--- src/rtl/debug_frame_sender.sv ---
// Debug return path: snapshots NUM_WORDS words on start and sends HEADER, payload (MSB byte first), XOR checksum over UART.
// Latency start->tx_start 2 cycles, tx_done_tick->tx_start 1 cycle; paced by tx_done_tick, start ignored while busy or in FIN.
module debug_frame_sender #(
    parameter int                       NBIT_DATA_LEN = 8,
    parameter int                       len_data      = 32,
    parameter int                       NUM_WORDS     = 4,
    parameter logic [NBIT_DATA_LEN-1:0] HEADER        = 'hA5
) (
    input  logic                            clk,
    input  logic                            reset,
    input  logic                            start,
    input  logic [NUM_WORDS*len_data-1:0]   words_in,
    input  logic                            tx_done_tick,
    output logic                            tx_start,
    output logic [NBIT_DATA_LEN-1:0]        data_out,
    output logic                            busy,
    output logic                            done
);
    localparam int NB  = NBIT_DATA_LEN;
    localparam int BPW = len_data / NBIT_DATA_LEN;
    localparam int TOT = NUM_WORDS * len_data;
    localparam int WW  = (NUM_WORDS > 1) ? $clog2(NUM_WORDS) : 1;
    localparam int BW  = (BPW > 1) ? $clog2(BPW) : 1;

    typedef enum logic [1:0] {IDLE, SEND, WAIT, FIN} state_t;
    typedef enum logic [1:0] {K_HDR, K_PAY, K_CHK} kind_t;

    state_t          state_q, state_d;
    kind_t           kind_q, kind_d;
    logic [WW-1:0]   word_q, word_d;
    logic [BW-1:0]   byte_q, byte_d;
    logic [NB-1:0]   chk_q, chk_d;
    logic [TOT-1:0]  snap_q, snap_d;
    logic            tx_start_q, tx_start_d;
    logic [NB-1:0]   data_out_q, data_out_d;
    logic            busy_q, busy_d;
    logic            done_q, done_d;

    // Snapshot is stored word 0 at the top so the next payload byte is always the top byte; it shifts left per byte.
    always_comb begin
        state_d    = state_q;
        kind_d     = kind_q;
        word_d     = word_q;
        byte_d     = byte_q;
        chk_d      = chk_q;
        snap_d     = snap_q;
        tx_start_d = 1'b0;
        data_out_d = data_out_q;
        busy_d     = busy_q;
        done_d     = 1'b0;
        case (state_q)
            IDLE: begin
                if (start) begin
                    for (int k = 0; k < NUM_WORDS; k++) begin
                        snap_d[(NUM_WORDS-1-k)*len_data +: len_data] = words_in[k*len_data +: len_data];
                    end
                    chk_d   = '0;
                    word_d  = '0;
                    byte_d  = '0;
                    kind_d  = K_HDR;
                    busy_d  = 1'b1;
                    state_d = SEND;
                end
            end
            SEND: begin
                tx_start_d = 1'b1;
                data_out_d = HEADER;
                state_d    = WAIT;
            end
            WAIT: begin
                // Later bytes launch straight from WAIT so the next tx_start follows tx_done_tick by one cycle.
                if (tx_done_tick && !tx_start_q) begin
                    case (kind_q)
                        K_HDR: begin
                            kind_d     = K_PAY;
                            tx_start_d = 1'b1;
                            data_out_d = snap_q[TOT-1 -: NB];
                        end
                        K_PAY: begin
                            chk_d      = chk_q ^ data_out_q;
                            tx_start_d = 1'b1;
                            if (byte_q == BW'(BPW-1) && word_q == WW'(NUM_WORDS-1)) begin
                                kind_d     = K_CHK;
                                data_out_d = chk_d;
                            end else begin
                                if (byte_q == BW'(BPW-1)) begin
                                    byte_d = '0;
                                    word_d = word_q + WW'(1);
                                end else begin
                                    byte_d = byte_q + BW'(1);
                                end
                                snap_d     = snap_q << NB;
                                data_out_d = snap_d[TOT-1 -: NB];
                            end
                        end
                        default: begin
                            busy_d  = 1'b0;
                            done_d  = 1'b1;
                            state_d = FIN;
                        end
                    endcase
                end
            end
            FIN: begin
                state_d = IDLE;
            end
            default: begin
                state_d = IDLE;
            end
        endcase
    end

    always_ff @(posedge clk or negedge reset) begin
        if (!reset) begin
            state_q    <= IDLE;
            kind_q     <= K_HDR;
            word_q     <= '0;
            byte_q     <= '0;
            chk_q      <= '0;
            snap_q     <= '0;
            tx_start_q <= 1'b0;
            data_out_q <= '0;
            busy_q     <= 1'b0;
            done_q     <= 1'b0;
        end else begin
            state_q    <= state_d;
            kind_q     <= kind_d;
            word_q     <= word_d;
            byte_q     <= byte_d;
            chk_q      <= chk_d;
            snap_q     <= snap_d;
            tx_start_q <= tx_start_d;
            data_out_q <= data_out_d;
            busy_q     <= busy_d;
            done_q     <= done_d;
        end
    end

    assign tx_start = tx_start_q;
    assign data_out = data_out_q;
    assign busy     = busy_q;
    assign done     = done_q;
endmodule
--- config.mk ---
export PLATFORM = sky130hd
export DESIGN_NAME = debug_frame_sender
export DESIGN_NICKNAME = d
export VERILOG_FILES = /design/src/rtl/debug_frame_sender.sv
export SDC_FILE = /design/constraint.sdc
export NUM_CORES = 1
export LEC_CHECK = 0
export CAP_MARGIN = 40
export CORE_MARGIN = 2
export CORE_UTILIZATION = 48
export CTS_CLUSTER_DIAMETER = 50
export DETAILED_ROUTE_END_ITERATION = 6
export PLACE_DENSITY = 0.81
export SYNTH_ARGS = -nofsm -noshare
export SYNTH_HDL_FRONTEND = slang
export SYNTH_SLANG_ARGS = --single-unit
--- constraint.sdc ---
create_clock -name clk -period 1.86 [get_ports clk]
set_input_delay 0.186 -clock clk [delete_from_list [all_inputs] [get_ports clk]]
set_output_delay 0.186 -clock clk [all_outputs]
set_load 0.01 [all_outputs]
**Word level (Yosys, flattened, before mapping)**

Index checks and enable logic that the tools add are counted.

- Flip-flop bits (word level): 155
- Latch bits: 0
- Memory bits (writable): 0
- ROM bits: 0
- Output and inout port bits: 11
- Logic and storage cells: 84
- Memories kept: 0

- $add $sub $neg: 2
- $mul: 0
- Div/mod/pow operators: 0
- Order comparisons: 0
- Equal/unequal tests: 14
- Shift-type cells: 0
- Multiplexer cells: 42
- Bitwise gates (word level): 1
- Reductions and logical operators: 15

Operators with widths:

| kind | count |
|---|---|
| 128-bit two-way mux | 4 |
| 128-bit case mux with 2 select lines | 1 |
| 8-bit case mux with 2 select lines | 3 |
| 8-bit two-way mux | 5 |
| 2-bit two-way mux | 14 |
| 2-bit case mux with 2 select lines | 4 |
| 2-bit != test, second input constant | 6 |
| 5-bit AND reduction | 2 |
| 2-bit == test, second input constant | 4 |
| 1-bit two-way mux | 8 |
| 2-bit case mux with 4 select lines | 1 |
| 4-bit AND reduction | 2 |
| 8-bit bitwise XOR | 1 |
| 3-bit AND reduction | 2 |
| 6-bit AND reduction | 1 |
| 2-bit by 1-bit adder with 2-bit output, second input constant | 2 |
| 2-bit by 1-bit == test with 1-bit output, second input constant | 2 |
| 2-bit zero test | 2 |
| 1-bit case mux with 2 select lines | 2 |
| 2-bit nonzero test | 2 |
| 3-bit by 2-bit != test with 1-bit output, second input constant | 1 |
| 3-bit != test, second input constant | 1 |
| 1-bit logical AND | 2 |
| 2-bit OR reduction | 1 |
| 1-bit zero test | 1 |

**Depth between registers and ports, before layout**

Gate-level depths: netlist (run 1).

- Depth after elaboration: 6
- Gate-level depth with buffers: 10
- Depth with buffers taken out: 6

**Least setup slack after synthesis (run 1)**

OpenSTA, ideal clock, no wires.

- Kind: register to register
- Start point: register state_q[0]
- End point: register snap_q[56]
- Arrival time: 1,809 ps
- Required time: 1,786 ps
- Path slack: -23 ps
- Stages on the path, launching flop included: 11
- Path buffers: 4
- Period minus slack after synthesis: 1,883 ps
- Cells stage by stage: dfrtp_1 -> inv_1 -> ha_1 -> nor2b_4 -> a21o_1 -> buf_6 -> or2_1 -> buf_6 -> buf_12 -> buf_12 -> o21ai_2

- Cells in the longest elaborated chain, start to end: 3
- Elaborated cells between the ends (all ways): 9
- Classes of those cells: eq/ne (5); mux (1); reduce/logical (3)

RTL lines:

| what | RTL line | source |
|---|---|---|
| start, declared | 28 | `state_t state_q, state_d;` |
| start signal, assigned | 126 | `state_q <= state_d;` |
| 2-bit == test or 2-bit zero test (tied branches) | 51 | `case (state_q)` |
| 2-bit != test (no source line) or 2-bit nonzero test (tied branches) | - |  |
| 5-bit AND reduction (no source line) | - |  |
| end signal, assigned | 131 | `snap_q <= snap_d;` |
| end, declared | 33 | `logic [TOT-1:0] snap_q, snap_d;` |

Several ways; a longest one is shown, not always the timed one.
A chain may end at the register's enable or synchronous reset.

**Worst setup path in the final report (run 1)**

- Start point: register state_q[0]
- End point: register chk_q[4]

- Cells in the longest elaborated chain, start to end: 3
- Elaborated cells between the ends (all ways): 8
- Classes of those cells: eq/ne (4); mux (1); reduce/logical (3)

RTL lines:

| what | RTL line | source |
|---|---|---|
| 2-bit == test or 2-bit zero test (tied branches) | 51 |  |
| 2-bit != test (no source line) or 2-bit nonzero test (tied branches) | - |  |
| 4-bit AND reduction (no source line) | - |  |
| end signal, assigned | 130 | `chk_q <= chk_d;` |
| end, declared | 32 | `logic [NB-1:0] chk_q, chk_d;` |

Several ways; a longest one is shown, not always the timed one.

==> flow_summary.json, run 1 <==
{
  "worstSetupStartpoint": "state_q[0]$_DFFE_PN0P_",
  "fin_crit_ps": 1870,
  "hold_slack_ps": 243,
  "grt_pass1_wl_um": 32900,
  "cts.sinks": 155,
  "rsz0062_at_grt": "true",
  "die-area_mm2": 0.0180,
  "synth_area_leaders": "dfrtp_1, mux2i_1, o21ai_0, o21ai_2, buf_12",
  "cp.arrival_ps": 2230,
  "worst_pin_slew_ps": 408,
  "ant_nets": 0,
  "ios": 143,
  "ys_async_sr_fraction_pct": 100,
  "vias_per_cell": 5.73,
  "status": "finished, violations left",
  "end_kind": "flip-flop",
  "area_growth_pct": 30.2,
  "timing.rr.end": "chk_q[4]$_DFFE_PN0P_",
  "synth_seq_cells": 155,
  "slew_headroom_pct": 72.8,
  "r2r_cells": 7,
  "synth_edf_count": 0,
  "die_h_um": 134,
  "first_iter_violations": 517,
  "hold_viol": 0,
  "synthFlopType": "dfrtp_1",
  "cts_buffers": 17,
  "grtUsageTotal_pct": 23.1,
  "clk_pin_slew_worst_paths_ps": 60,
  "nets": 1035,
  "wire_per_inst_um": 17.9,
  "synth_most_common_cell": "o21ai_0",
  "r2r_slack_ps": -10,
  "wirelength_um": 20200,
  "die_w_um": 134,
  "syn-num-nets": 899,
  "place_congestion": 0.807,
  "drive_above_1_share_pct": 20.7,
  "ir_drop_mv": 1.44,
  "synth-seq-area-share_pct": 47.7,
  "synthCells": 761,
  "antenna_found_initial": 0,
  "synth_common_cells": "o21ai_0, dfrtp_1, mux2i_1",
  "cp.required_ps": 2220,
  "hpwl_um": 13400,
  "endpoint": "chk_q[4]$_DFFE_PN0P_",
  "worstSetupPathType": "reg2reg",
  "avgSynthCellArea_um2": 10.7,
  "yosysWarnings": 0,
  "timing.fmax_ghz": 0.534,
  "ys_types": 39,
  "hold_path_class": "in2async",
  "total_power_mw": 19.8,
  "cts_root_buf": "clkbuf_16",
  "coreArea_mm2": 0.0166,
  "fin_ws_ps": -14.2,
  "r2r_start": "state_q[0]$_DFFE_PN0P_",
  "grt_pass1_vias": 6411,
  "violations": "setup timing",
  "syn_area_mm2": 0.00814,
  "slew_violations": 0,
  "grt_start_max_net_pins": 88,
  "num_vias": 6469,
  "worstPathMaxFanout": 10,
  "drt-pass1-iter-count": 5,
  "cellPowerDensity_mw_per_mm2": 1870,
  "setup_viol": 1,
  "fin_crit_sh_pct": 101,
  "yosysTopAreaCell": "dfrtp_1",
  "start_util_pct": 49.1,
  "synth.top_cell.area_share_pct": 47.7,
  "diodes": 0,
  "cts_tree": "done",
  "overflow": 0,
  "cts.path.max_buffers": 2,
  "rows": 47,
  "p_leak_nw": 4.42,
  "port_buffers": 142,
  "max_cap_viol_count": 0,
  "insertion_delay_ps": 430,
  "crit_path_start_kind": "flip-flop",
  "nFillCells": 1317,
  "htreeDepth": 4,
  "drc": 0,
  "clock_skew_ps": 8.67
}
-- routing by layer --
layer / global-route usage (%) / part of all wire, % / vias up
met3: 4.95 / 5.1 / 39
li1: - / - / 3052
met1: 31.0 / 43 / 3172
met4: 8.48 / 2.4 / 0
met5: 0 / 0 / -
met2: 36.9 / 50 / 206
-- critical path: stages, from the launching register on --
cell and delay, ps:
dfrtp_1 380, inv_2 110, ha_4 210, nor2_1 60, a211o_1 310, buf_6 160, or4_4 490, nand3_2 90
-- cell usage in the layout (no fill, tap or decap), drive strengths merged, types with 3 or more instances in the layout --
cell type      instances
a211oi                 3
a21oi                  7
a311oi                 8
and3                   8
buf                   45
clkbuf                20
clkdlybuf4s50        141
clkinv                 5
dfrtp                155
ha                     6
inv                    8
mux2i                121
nand2                 30
nand2b                 3
nand3                 18
nor2                  18
nor2b                  6
o21ai                266
o32a                   5
o32ai                  3
or3                    5
or4                    8
-- registers in the layout (all words and copies together), names as in the netlist --
signal	count
done	1
state_q	2
word_q	2
byte_q	2
data_out	8
kind_q	2
chk_q	8
snap_q	128
busy	1
tx_start	1
-- report_power, final --
part           switching [mW]  internal [mW]  leakage, nW
combinational            5.80           4.59         2.21
sequential              0.997           5.03         1.93
clock                    1.38           2.04        0.282
total                    8.18           11.7         4.42
-- layout make-up --
class / instances / area (um2) / share of cell area [%]
multi-input combinational: 530 / 3880 / 36.6
sequential: 155 / 3880 / 36.6
tap: 220 / 275 / 2.60
timing repair buffer: 187 / 1970 / 18.6
clock buffer: 20 / 457 / 4.31
inverter: 6 / 22.5 / 0.212
clock inverter: 10 / 118 / 1.11
-- cells by family after synthesis --
logic type	share of synthesized area [%]
AO/OA/AOI/OAI	23.9
AND/OR/NAND/NOR	6.46
XOR/XNOR	0.108
flip-flops	47.7
adder cells (fa/ha/maj)	0.922
buffers and inverters	5.96
multiplexers	15.0
-- what timing repair did --
action / 4_1_cts / 5_1_grt
hold buffers: 1 / 0
endpoints found under the hold margin: 35 / 0
gates resized for setup: 4 / 41
cloned: 0 / 0
setup buffers: 0 / 3
pin swaps: 1 / 12
endpoints found under the setup margin: 25 / 147
-- per-stage QoR --
stage          cells  setup slack [ps]  utilization (%)  area [um2]  TNS, ps
3_3_place_gp    1094             -36.7             59.6        9880     -257
2_1_floorplan    761              3.88                -        8140        0
6_report        1128             -14.2             63.9       10600    -14.2
5_1_grt         1128             -68.4             63.9       10600     -388
3_5_place_dp    1094             -54.2             59.6        9880     -473
4_1_cts         1125             -15.2             63.1       10500    -38.0
-- worst min path at each step --
stage / from / slack, ps / end
detailed placement: reset / 120 / snap_q[106]$_DFFE_PN0P_
CTS: reset / 250 / snap_q[106]$_DFFE_PN0P_
global route: reset / 280 / snap_q[98]$_DFFE_PN0P_
global placement: reset / 130 / snap_q[98]$_DFFE_PN0P_
floorplan: reset / -110 / busy$_DFFE_PN0P_
finish: reset / 240 / snap_q[98]$_DFFE_PN0P_
Power figures use the tool's default switching activity.
==> inputs of run 2 (changes only) <==
- CORE_MARGIN: 2 -> 1
==> run 2 against run 1 <==
Net effect: the flow still finishes with violations (setup timing); sequential share of layout area shrank 0.14 points; die area shrank 3.0%; via count grew 1.8%; fmax grew 0.29%; clock power shrank 5%; wire length grew 4.3%; non-clock buffer count grew 3; worst hold slack lost 130 ps; setup slack gained 5.5 ps; critical path type unchanged; critical endpoint is now chk_q[3]$_DFFE_PN0P_.
==> flow_summary.json, run 2 (synthesized netlist as in run 1, its figures left out) <==
{
  "status": "finished, violations left",
  "violations": "setup timing",
  "grtUsageTotal_pct": 23.8,
  "r2r_start": "state_q[1]$_DFFE_PN0P_",
  "p_sw_mw": 8.47,
  "slew_headroom_pct": 65.2,
  "cts_tree": "done",
  "antenna_found_initial": 0,
  "hold_slack_ps": 113,
  "area_growth_pct": 30.7,
  "place_area_mm2": 0.00975,
  "worstSetupPathType": "reg2reg",
  "p_leak_nw": 4.43,
  "crit_path_start_kind": "flip-flop",
  "num_vias": 6587,
  "grt_pass1_vias": 6329,
  "fin_crit_sh_pct": 100,
  "cts.sinks": 155,
  "die-area_mm2": 0.0175,
  "port_buffers": 142,
  "nets": 1038,
  "r2r_cells": 7,
  "worstPathMaxFanout": 7,
  "insertion_delay_ps": 430,
  "ios": 143,
  "hold_path_class": "in2async",
  "finish.utilization_pct": 64.2,
  "largest_register": "snap_q",
  "grt_start_max_net_pins": 89,
  "swShare_pct": 41.5,
  "overflow": 0,
  "max_cap_viol_count": 0,
  "place_congestion": 0.833,
  "rsz0062_at_grt": "true",
  "p_seq_share_pct": 29.5,
  "cts_root_buf": "clkbuf_16",
  "diodes": 0,
  "first_iter_violations": 522,
  "largest_register_ffs": 128,
  "cts.path.max_buffers": 2,
  "comb_power_share_pct": 54.5,
  "die_w_um": 132,
  "cts_buffers": 17,
  "vias_per_cell": 5.82,
  "htreeDepth": 4,
  "ant_nets": 0,
  "worst_pin_slew_ps": 521,
  "cellPowerDensity_mw_per_mm2": 1920,
  "drive_above_1_share_pct": 20.7,
  "total_power_mw": 20.4,
  "slew_violations": 0,
  "fin_crit_ps": 1870,
  "fin_ws_ps": -8.70,
  "timing.fmax_ghz": 0.535,
  "rows": 47,
  "start_util_pct": 49.1,
  "cp.required_ps": 2220,
  "p_int_mw": 12.0,
  "mostFrequentLayoutCells": "dfrtp_1, clkdlybuf4s50_1, o21ai_0",
  "end_kind": "flip-flop",
  "nFillCells": 1312,
  "clk_pin_slew_worst_paths_ps": 60,
  "cp.arrival_ps": 2230,
  "fin_area_mm2": 0.0106,
  "drc": 0,
  "timing.rr.end": "chk_q[3]$_DFFE_PN0P_",
  "hold_viol": 0,
  "wire_per_inst_um": 18.6,
  "power.share.clock_pct": 15.9,
  "grt_pass1_wl_um": 32800,
  "final_common_cell": "dfrtp_1",
  "hpwl_um": 13100,
  "clock_skew_ps": 7.29,
  "coreArea_mm2": 0.0166,
  "r2r_slack_ps": -9,
  "ir_drop_mv": 1.25,
  "setup_viol": 3,
  "die_h_um": 132,
  "wirelength_um": 21100,
  "drt-pass1-iter-count": 5
}
run 2: cell count changes in the layout (fill, tap and decap cells not counted), moves of 4 or more:
cell and change:
o21ai_1 +17, buf_6 +4, o21ai_2 +5, o21ai_0 -23
run 2: metal layers:
layer	vias to the layer above	routed length (um)	share of wire, %	global-route usage (%)
li1	3060	-	-	-
met1	3255	8820	42	30.8
met2	235	10500	50	39.2
met3	37	1360	6.5	6.00
met4	0	424	2.0	7.79
met5	-	0	0	0
run 2: how the worst max path moves through the flow:
stage | cells past startpoint | end | startpoint | slack (ps)
floorplan | 10 | snap_q[56]$_DFFE_PN0P_ | state_q[0]$_DFFE_PN0P_ | 4
global placement | 6 | chk_q[7]$_DFFE_PN0P_ | tx_done_tick | -70
detailed placement | 7 | word_q[1]$_DFFE_PN0P_ | state_q[1]$_DFFE_PN0P_ | -160
CTS | 7 | chk_q[3]$_DFFE_PN0P_ | state_q[1]$_DFFE_PN0P_ | 9
global route | 5 | data_out[3]$_DFFE_PN0P_ | state_q[1]$_DFFE_PN0P_ | -70
finish | 7 | chk_q[3]$_DFFE_PN0P_ | state_q[1]$_DFFE_PN0P_ | -9
run 2: worst max-delay path, cell delays in order (launching register included):
cell,delay [ps]
dfrtp_1,420
inv_2,80
ha_4,170
nor2b_4,130
a211o_1,280
buf_6,150
or4_1,480
nand3_1,90
run 2: area by class of cell:
cell class | instances | area (um2) | share of cell area, %
multi-input cells | 530 | 3870 | 36.4
clock buffers | 23 | 478 | 4.49
repair buffers | 190 | 2040 | 19.2
clock inverters | 7 | 67.6 | 0.635
flip-flops and latches | 155 | 3880 | 36.4
inverters | 6 | 22.5 | 0.212
well taps | 220 | 275 | 2.59
run 2: per-stage QoR:
| step | instances | TNS [ps] | setup slack (ps) |
|---|---|---|---|
| floorplan | 761 | 0 | 3.88 |
| global placement | 1084 | -1170 | -68.8 |
| detailed placement | 1084 | -4340 | -164 |
| CTS | 1120 | 0 | 9.35 |
| global route | 1131 | -731 | -66.0 |
| finish | 1131 | -17.4 | -8.70 |
run 2: what timing repair did:
item,4_1_cts,5_1_grt
endpoints found under the setup margin,95,125
buffers inserted,5,5
cloned,0,6
gates resized for setup,9,61
pin swaps,5,12
hold buffers,1,0
hold endpoints to repair,155,0
run 2: power groups by stage:
stage          clock, mW  combinational, mW  sequential [mW]
2_1_floorplan          0               7.83             5.73
3_3_place_gp           0               9.45             5.97
3_5_place_dp           0               9.71             6.04
4_1_cts             3.30               10.0             6.00
5_1_grt             3.45               12.1             6.19
6_report            3.26               11.1             6.04
==> inputs of run 3 (changes only) <==
- CORE_UTILIZATION: 48 -> 40
- PLACE_DENSITY: 0.81 -> 0.7
==> run 3 against run 2 <==
Net effect: the flow now finishes without violations; first-iteration DRC count down 26%; clock power up 8.0%; combinational power down 5%; largest power group unchanged; highest routed layer is now met5.
==> flow_summary.json, run 3 (synthesized netlist as in run 1, its figures left out) <==
{
  "die_w_um": 145,
  "first_iter_violations": 388,
  "mostFrequentLayoutCells": "o21ai_0, dfrtp_1, clkdlybuf4s50_1",
  "worstPathMaxFanout": 9,
  "place_congestion": 0.776,
  "grt_pass1_wl_um": 32900,
  "ant_nets": 0,
  "grtUsageTotal_pct": 20.6,
  "endpoint": "chk_q[5]$_DFFE_PN0P_",
  "htreeDepth": 4,
  "r2r_start": "state_q[1]$_DFFE_PN0P_",
  "drive_above_1_share_pct": 19.9,
  "place_area_mm2": 0.00986,
  "clk_pin_slew_worst_paths_ps": 60,
  "ios": 143,
  "timing.rr.end": "chk_q[5]$_DFFE_PN0P_",
  "setup-tns-final_ps": 0,
  "slew_violations": 0,
  "grt_pass1_vias": 6295,
  "cts_tree": "done",
  "die_h_um": 145,
  "largest_register_ffs": 128,
  "num_vias": 6376,
  "drc": 0,
  "overflow": 0,
  "hpwl_um": 13200,
  "max_cap_viol_count": 0,
  "status": "complete, no violations",
  "coreArea_mm2": 0.0197,
  "cellPowerDensity_mw_per_mm2": 1890,
  "vias_per_cell": 5.43,
  "path_cells": "ha_4 -> buf_4 -> a211o_4 -> or4_1 -> nand3_1",
  "fin_crit_sh_pct": 97.8,
  "cp.required_ps": 2210,
  "die-area_mm2": 0.0209,
  "end_kind": "flip-flop",
  "r2r_cells": 5,
  "fin_crit_ps": 1820,
  "cpMaxStageDelayCell": "or4_1",
  "cts.sinks": 155,
  "finish.utilization_pct": 54.1,
  "r2r_slack_ps": 40,
  "hold_viol": 0,
  "p_leak_nw": 4.42,
  "largest_register": "snap_q",
  "timing.fmax_ghz": 0.550,
  "slew_headroom_pct": 67.6,
  "port_buffers": 142,
  "worstSetupStartpoint": "state_q[1]$_DFFE_PN0P_",
  "worst_pin_slew_ps": 487,
  "worstSetupPathType": "reg2reg",
  "crit_path_max_incr_delay_ps": 480,
  "nets": 1036,
  "cts_buffers": 17,
  "cp.arrival_ps": 2170,
  "crit_path_start_kind": "flip-flop",
  "grt_start_max_net_pins": 79,
  "cts.path.max_buffers": 2,
  "area_growth_pct": 31.0,
  "antenna_found_initial": 1,
  "rows": 51,
  "ir_drop_mv": 1.13,
  "wirelength_um": 20900,
  "fin_area_mm2": 0.0107,
  "clock_skew_ps": 7.75,
  "hold_path_class": "in2async",
  "setup_viol": 0,
  "rsz0062_at_grt": "true",
  "wire_per_inst_um": 17.8,
  "cts_root_buf": "clkbuf_16",
  "insertion_delay_ps": 420,
  "total_power_mw": 20.1,
  "final_common_cell": "o21ai_0",
  "start_util_pct": 41.3,
  "drt-pass1-iter-count": 5,
  "diodes": 0
}
==> run 3: cell types whose count changed in the layout (fill, tap and decap cells not counted), sizes merged <==
cell	change
bufinv	+2
or2	+1
clkinvlp	-3
buf	-3
clkbuf	-2
clkinv	+3
==> run 3: area by class of cell <==
class	instances	area [um2]
clock buffer	21	470
clock inverter	9	120
fill	1738	9060
inverter	6	22.5
multi-input combinational	531	3850
sequential	155	3880
tap	265	332
timing repair buffer	187	1980
==> run 3: worst min path at each step <==
stage                      from                 endpoint
after floorplan           reset         busy$_DFFE_PN0P_
after global placement    reset  snap_q[107]$_DFFE_PN0P_
after detailed placement  reset  snap_q[102]$_DFFE_PN0P_
after CTS                 reset   snap_q[78]$_DFFE_PN0P_
after global routing      reset   snap_q[83]$_DFFE_PN0P_
final                     reset  snap_q[102]$_DFFE_PN0P_
==> run 3: metrics by stage <==
stage,setup WS [ps],hold WS [ps],instances
floorplan,3.88,-110,761
global placement,-127,147,1134
detailed placement,-165,145,1134
CTS,0.0819,267,1166
global route,-40.1,277,1174
finish,41.2,273,1174
==> run 3: critical path: cells and delay by family (launching register included) <==
family | cells | cell delay, ps
and+or+nand+nor | 2 | 580
DFF | 1 | 420
AOI/OAI and AO/OA | 1 | 380
adders and majority gates | 1 | 210
buffers and inverters | 1 | 160
==> run 3: metal layers <==
layer | part of all wire (%) | GRT usage [%] | wire, um | up-vias
met5 | 0.062 | 0 | 13 | -
met4 | 1.0 | 6.09 | 208 | 2
met3 | 4.6 | 3.97 | 950 | 20
met2 | 47 | 32.0 | 9880 | 174
met1 | 47 | 28.9 | 9830 | 3127
li1 | - | - | - | 3053
==> run 3: timing repair <==
item / in CTS / in global routing
gates cloned: 0 / 4
hold buffers: 1 / 0
buffers inserted: 1 / 5
gates resized for setup: 10 / 35
hold endpoints to repair: 37 / 0
pin swaps: 1 / 3
endpoints found under the setup margin: 107 / 144
==> run 3: power by group <==
group	switching, mW	total (mW)	internal [mW]
Sequential	0.941	5.97	5.03
Clock	1.33	3.52	2.19
Combinational	5.90	10.6	4.70
Total	8.17	20.1	11.9
